===== src/rtl/program_loader.sv =====
// Framed byte-stream loader for the 16-entry instruction memory; holds the CPU in reset until a checksum-verified load.
// Optional post-load HALT fill of unloaded locations: define PROGRAM_LOADER_FILL_EN.
module program_loader #(
  parameter int         ADDR_W         = 4,
  parameter logic [7:0] SYNC_BYTE      = 8'hA5,
  parameter int         TIMEOUT_CYCLES = 1023
`ifdef PROGRAM_LOADER_FILL_EN
  , parameter logic [7:0] FILL_WORD    = 8'h70
`endif
) (
  input  logic              clk,
  input  logic              rst,
  input  logic [7:0]        in_data,
  input  logic              in_valid,
  output logic              in_ready,
  input  logic              reload,
  output logic              mem_we,
  output logic [ADDR_W-1:0] mem_addr,
  output logic [7:0]        mem_wdata,
  output logic              cpu_rst_hold,
  output logic              busy,
  output logic              load_done,
  output logic              load_error,
  output logic [1:0]        err_code,
  output logic [2:0]        dbg_state
);

  localparam int DEPTH = 1 << ADDR_W;
  localparam int TW    = $clog2(TIMEOUT_CYCLES + 1);

  typedef enum logic [2:0] {
    S_IDLE  = 3'd0,
    S_LEN   = 3'd1,
    S_DATA  = 3'd2,
    S_CHK   = 3'd3,
    S_DONE  = 3'd4,
    S_ERROR = 3'd5
`ifdef PROGRAM_LOADER_FILL_EN
    , S_FILL = 3'd6
`endif
  } state_t;

  // Handshake: a byte moves on any posedge where in_valid && in_ready; in_ready depends on state only.
  state_t              r_state, w_state;
  logic [ADDR_W:0]     r_len, w_len, r_cnt, w_cnt;
  logic [7:0]          r_xor, w_xor;
  logic [TW-1:0]       r_tmo, w_tmo;
  logic                r_we, w_we;
  logic [ADDR_W-1:0]   r_addr, w_addr;
  logic [7:0]          r_wdata, w_wdata;
  logic                r_err, w_err;
  logic [1:0]          r_code, w_code;
  logic                w_xfer, w_sync, w_tmo_hit;

  always_ff @(posedge clk or posedge rst) begin
    if (rst) begin
      r_state <= S_IDLE;
      r_len   <= '0;
      r_cnt   <= '0;
      r_xor   <= '0;
      r_tmo   <= '0;
      r_we    <= 1'b0;
      r_addr  <= '0;
      r_wdata <= '0;
      r_err   <= 1'b0;
      r_code  <= 2'b00;
    end else begin
      r_state <= w_state;
      r_len   <= w_len;
      r_cnt   <= w_cnt;
      r_xor   <= w_xor;
      r_tmo   <= w_tmo;
      r_we    <= w_we;
      r_addr  <= w_addr;
      r_wdata <= w_wdata;
      r_err   <= w_err;
      r_code  <= w_code;
    end
  end

  assign w_xfer    = in_valid && in_ready;
  assign w_sync    = w_xfer && (in_data == SYNC_BYTE);
  assign w_tmo_hit = (r_tmo == TW'(TIMEOUT_CYCLES - 1));

  always_comb begin
    w_state = r_state;
    w_len   = r_len;
    w_cnt   = r_cnt;
    w_xor   = r_xor;
    w_tmo   = r_tmo;
    w_we    = 1'b0;
    w_addr  = r_addr;
    w_wdata = r_wdata;
    w_err   = r_err;
    w_code  = r_code;
    case (r_state)
      S_IDLE, S_ERROR: begin
        if ((r_state == S_ERROR) && reload) begin
          w_state = S_IDLE;
        end else if (w_sync) begin
          w_state = S_LEN;
          w_xor   = '0;
          w_cnt   = '0;
          w_tmo   = '0;
          w_err   = 1'b0;
          w_code  = 2'b00;
        end
      end
      S_LEN, S_DATA, S_CHK: begin
        if (w_xfer) begin
          w_tmo = '0;
          if (r_state == S_LEN) begin
            if ((in_data == 8'd0) || ({1'b0, in_data} > 9'(DEPTH))) begin
              w_state = S_ERROR;
              w_err   = 1'b1;
              w_code  = 2'b01;
            end else begin
              w_len   = in_data[ADDR_W:0];
              w_xor   = in_data;
              w_state = S_DATA;
            end
          end else if (r_state == S_DATA) begin
            w_we    = 1'b1;
            w_addr  = r_cnt[ADDR_W-1:0];
            w_wdata = in_data;
            w_xor   = r_xor ^ in_data;
            w_cnt   = r_cnt + 1'b1;
            if (r_cnt == r_len - 1'b1) w_state = S_CHK;
          end else if (in_data == r_xor) begin
            w_state = S_DONE;
`ifdef PROGRAM_LOADER_FILL_EN
            // First fill write is issued here so mem_we stays high for the whole FILL stay.
            if (r_len < (ADDR_W+1)'(DEPTH)) begin
              w_state = S_FILL;
              w_we    = 1'b1;
              w_addr  = r_len[ADDR_W-1:0];
              w_wdata = FILL_WORD;
              w_cnt   = r_len + 1'b1;
            end
`endif
          end else begin
            w_state = S_ERROR;
            w_err   = 1'b1;
            w_code  = 2'b10;
          end
        end else if (w_tmo_hit) begin
          w_state = S_ERROR;
          w_err   = 1'b1;
          w_code  = 2'b11;
        end else begin
          w_tmo = r_tmo + 1'b1;
        end
      end
`ifdef PROGRAM_LOADER_FILL_EN
      S_FILL: begin
        if (r_cnt == (ADDR_W+1)'(DEPTH)) begin
          w_state = S_DONE;
        end else begin
          w_we    = 1'b1;
          w_addr  = r_cnt[ADDR_W-1:0];
          w_wdata = FILL_WORD;
          w_cnt   = r_cnt + 1'b1;
        end
      end
`endif
      S_DONE: begin
        if (reload) w_state = S_IDLE;
      end
      default: w_state = S_IDLE;
    endcase
  end

  assign in_ready     = (r_state == S_IDLE) || (r_state == S_LEN) || (r_state == S_DATA) ||
                        (r_state == S_CHK)  || (r_state == S_ERROR);
  assign busy         = (r_state == S_LEN) || (r_state == S_DATA) || (r_state == S_CHK)
`ifdef PROGRAM_LOADER_FILL_EN
                        || (r_state == S_FILL)
`endif
                        ;
  assign load_done    = (r_state == S_DONE);
  assign cpu_rst_hold = (r_state != S_DONE);
  assign load_error   = r_err;
  assign err_code     = r_code;
  assign mem_we       = r_we;
  assign mem_addr     = r_addr;
  assign mem_wdata    = r_wdata;
  assign dbg_state    = r_state;

endmodule


===== config.mk =====
export PLATFORM = sky130hd
export DESIGN_NAME = program_loader
export DESIGN_NICKNAME = d
export VERILOG_FILES = /design/src/rtl/program_loader.sv
export SDC_FILE = /design/constraint.sdc
export NUM_CORES = 1
export LEC_CHECK = 0
export BUFFER_PORTS_ARGS = -buffer_cell sky130_fd_sc_hd__buf_2
export CAP_MARGIN = 20
export CORE_UTILIZATION = 25
export CTS_CLUSTER_DIAMETER = 150
export DETAILED_ROUTE_END_ITERATION = 8
export PLACE_DENSITY_LB_ADDON = 0.2
export SYNTH_ARGS = -nofsm -noshare
export SYNTH_HDL_FRONTEND = slang
export SYNTH_SLANG_ARGS = --single-unit

===== constraint.sdc =====
create_clock -name clk -period 4 [get_ports clk]
set_input_delay 0.8 -clock clk [delete_from_list [all_inputs] [get_ports clk]]
set_output_delay 0.8 -clock clk [all_outputs]
set_load 0.01 [all_outputs]

==> results by group <==
Final layout
  – Final #Nets: between 300 and 400
  – Share of layout cells above drive strength 1: a little under a fifth
  – Fill cells: ~1100
  – Final Cell Area: slightly above 3000 um2
  – Non-filler cells, final: between 400 and 500
  – P&R area growth vs syn: 16.14%
  – Antenna Cells: 0
  – FF+latch area: approximately 1200 um2
  – Area of the multi-input gates: ~1400 um2
  – Final Util: around 30%

Pwr
  – PwrDens: 572.7 nW/um2
  – Leak: 1.459 nW
  – VDD IR max: 0.0001831 V

Clock tree
  – TritonCTS clock tree: done
  – Setup Buffers After CTS: 0
  – Root Buffer: clkbuf_8
  – Worst-Skew Late Latency: about 0.31 ns
  – Post-CTS sizing: 0
  – CTS Hold Buffers Added: 0
  – Max Buffers Root-to-Sink: 2
  – CTS buffer count: 5
  – # H-tree levels: 2
  – CTS clk-pin slew, worst paths: about 0.1 ns
  – TritonCTS Sinks: between 40 and 50

Place
  – Port Buffer Count: 34
  – Post-DP HPWL: about 5000 um
  – Post-Place Cells: around 440
  – Placed Area: a little under 3000 um2
  – GP Congestion: ~0.7

Global routing
  – Largest net degree at the start of global routing: between 40 and 50
  – Initial antenna violation count: 0
  – GRT overflow: 0
  – Via count of the first global-routing pass: around 2100
  – GRT Total Usage: between 10% and 20%
  – First-pass GRT wire length: about 12000 um

Detailed routing
  – # DRC: 0
  – Drt pass-1 iters: 4
  – Routed WL per cell: about 16 um
  – Final wirelength: 6939 um
  – DR vias: 2179
  – DRT iter0 DRCs: 117
  – Via density per instance: between 4 and 5
  – DRT antenna net count: 0

Synthesis
  – Synthesized area: around 2700 um2
  – Post-synthesis mux area share: under 10%
  – Cell count after synthesis: roughly 280
  – YS warnings: 0
  – Register bit count reported by yosys: 47
  – EDFF count, synth: 0
  – Predominant post-synthesis flop cell: dfrtp_1
  – Syn nets: approximately 300
  – Area share of fa/ha/maj cells after synthesis: 1.866%
  – Synth Area in XOR/XNOR: under 10%
  – Syn Area/Cell: ~9.6 um2
  – Ys async rst share: 100.0%
  – Synth Area in Simple Gates: between 15 and 20%
  – Compound-gate portion of the synthesized area: around 16%
  – Largest family of logic cells by synthesized area: simple AND/OR/NAND/NOR gates
  – Post-synthesis sequential area ratio: a little over two fifths
  – Yosys cell types: 52

Timing
  – Final Hold Vio Count: 0
  – Peak Freq: approximately 390 MHz
  – Max-Slew Margin vs Limit: 57.78%
  – Clk_skew: 0.01215 ns
  – Slew Limit Fails: 0
  – Final min period: about 2.5 ns
  – Final period util: a little under two thirds
  – Final setup vio count: 0
  – TNS Setup: 0 ns
  – Worst slew pin tran: around 0.63 ns
  – RSZ-0062 raised after global routing: no

Hold path
  – Min-Delay Path Class: input port to async pin

Floorplanning
  – Die ar.: 11150 um2
  – Ports: 35
  – Starting Density: roughly a quarter
  – Core ar.: 10370 um2
  – DIE HEIGHT: 105.6 um
  – # rows: 37
  – Die X: 105.6 um

Worst setup path
  – Critical Path AT: between 1.5 and 2 ns
  – Max FO, Critical Path: 16
  – CP endpoint kind: output pin
  – Worst endpoint required time: ~3.2 ns
  – Buffers plus inverters on the worst setup path: 3
  – Crit-path cells: o21bai_1, buf_4, inv_1, buf_2
  – CP Class: register to output pin
  – CP delay by family, top: flip-flops
  – CP max stage delay: slightly above 0.7 ns
  – Worst Setup Start Kind: register
  – Slowest cell on crit path: dfrtp_1
  – Flop-to-flop setup slack: roughly 1.5 ns

Outcome
  – Status: complete, no violations

Run
  – Max Cap Violations: 0
[cell families (layout without fill, tap and decap cells)]
group           after synthesis  after routing
mux                          24             24
xor+xnor                     14             14
compound gates               66             66
buf+inv                      27             59
fa+ha+maj                     4              4
flops                        47             47
simple gates                 96             96
[metrics by stage]
step	total power [W]	setup WS, ns	hold slack [ns]
finish	0.001784	1.451	0.3754
floorplan	0.001205	1.538	0.4414
global route	0.001925	1.332	0.3812
CTS	0.001810	1.441	0.4920
global placement	0.001424	1.345	0.4666
detailed placement	0.001430	1.309	0.4694
[cell type report]
class | count | area share, %
Multi-Input combinational cell | 204 | 44.58
Sequential cell | 47 | 37.75
Timing Repair Buffer | 39 | 7.068
Tap cell | 136 | 5.462
Clock buffer | 5 | 2.209
Clock inverter | 3 | 1.486
Inverter | 12 | 1.446
[registers in the layout (all words and copies together) (netlist names), 2 cells and up]
| signal | flops |
|---|---|
| err_code | 2 |
| r_xor | 8 |
| r_tmo | 10 |
| r_cnt | 5 |
| r_len | 5 |
| mem_addr | 4 |
| mem_wdata | 8 |
| dbg_state | 3 |
[cells in the mapped netlist (6+ instances only)]
cell | count | area (um2)
nor2_1 | 25 | 93.84
inv_1 | 10 | 37.54
dfrtp_1 | 47 | 1176
nand2_1 | 21 | 78.83
a21oi_1 | 11 | 55.05
clkbuf_1 | 7 | 26.28
o21ai_0 | 7 | 35.03
xor2_1 | 9 | 78.83
or3_1 | 7 | 43.79
a31oi_1 | 6 | 37.54
mux2_1 | 14 | 157.7
buf_2 | 6 | 30.03
o21ai_1 | 12 | 60.06
[worst reg2reg max path, stage by stage, from the launching register on]
cell,delay [ns]
dfrtp_1,0.72
o21bai_1,0.23
buf_4,0.22
nor2_1,0.49
and2_1,0.40
nand4_1,0.14
a22oi_1,0.20
[power breakdown]
group / switching [W] / total [W] / internal (W)
logic: 0.000392 / 0.000694 / 0.000302
registers: 0.000134 / 0.000721 / 0.000588
clock network: 0.000180 / 0.000369 / 0.000189
total: 0.000706 / 0.00178 / 0.00108
[cell usage in the layout (no fill, tap or decap), types with 4 or more instances in the layout]
cell and n:
nor3_1 4, dfrtp_1 47, nand2_1 21, buf_2 34, or3_1 7, buf_4 4
nand2b_1 4, xnor2_1 5, clkbuf_8 5, o21ai_0 7, mux2_2 5, mux2i_1 5
o21ai_1 12, o31ai_1 5, inv_1 9, mux2_1 14, nor2_1 25, a32o_1 4
a31oi_1 6, nand4_1 5, xor2_1 9, a21oi_1 11, ha_1 4, nor2b_1 5
[path summary, 6_finish.rpt]
check,from,endpoint,cells past startpoint
max,dbg_state[2],busy,4
min,rst,err_code[1],2
max reg2reg,dbg_state[0],r_tmo[8],6
min reg2reg,mem_addr[1],mem_addr[1],1
max in group asynchronous,rst,r_cnt[0],3
min in group clk,mem_addr[1],mem_addr[1],1
[routing by layer]
metal	wire (um)	share of wire [%]	up-vias	GRT usage, %
li1	-	-	1070	-
met3	280	4.0	6	2.350
met1	3555	51	1052	19.34
met4	61	0.88	0	3.274
met5	0	0	-	0
met2	3041	44	51	19.97
Power figures use the tool's default switching activity.
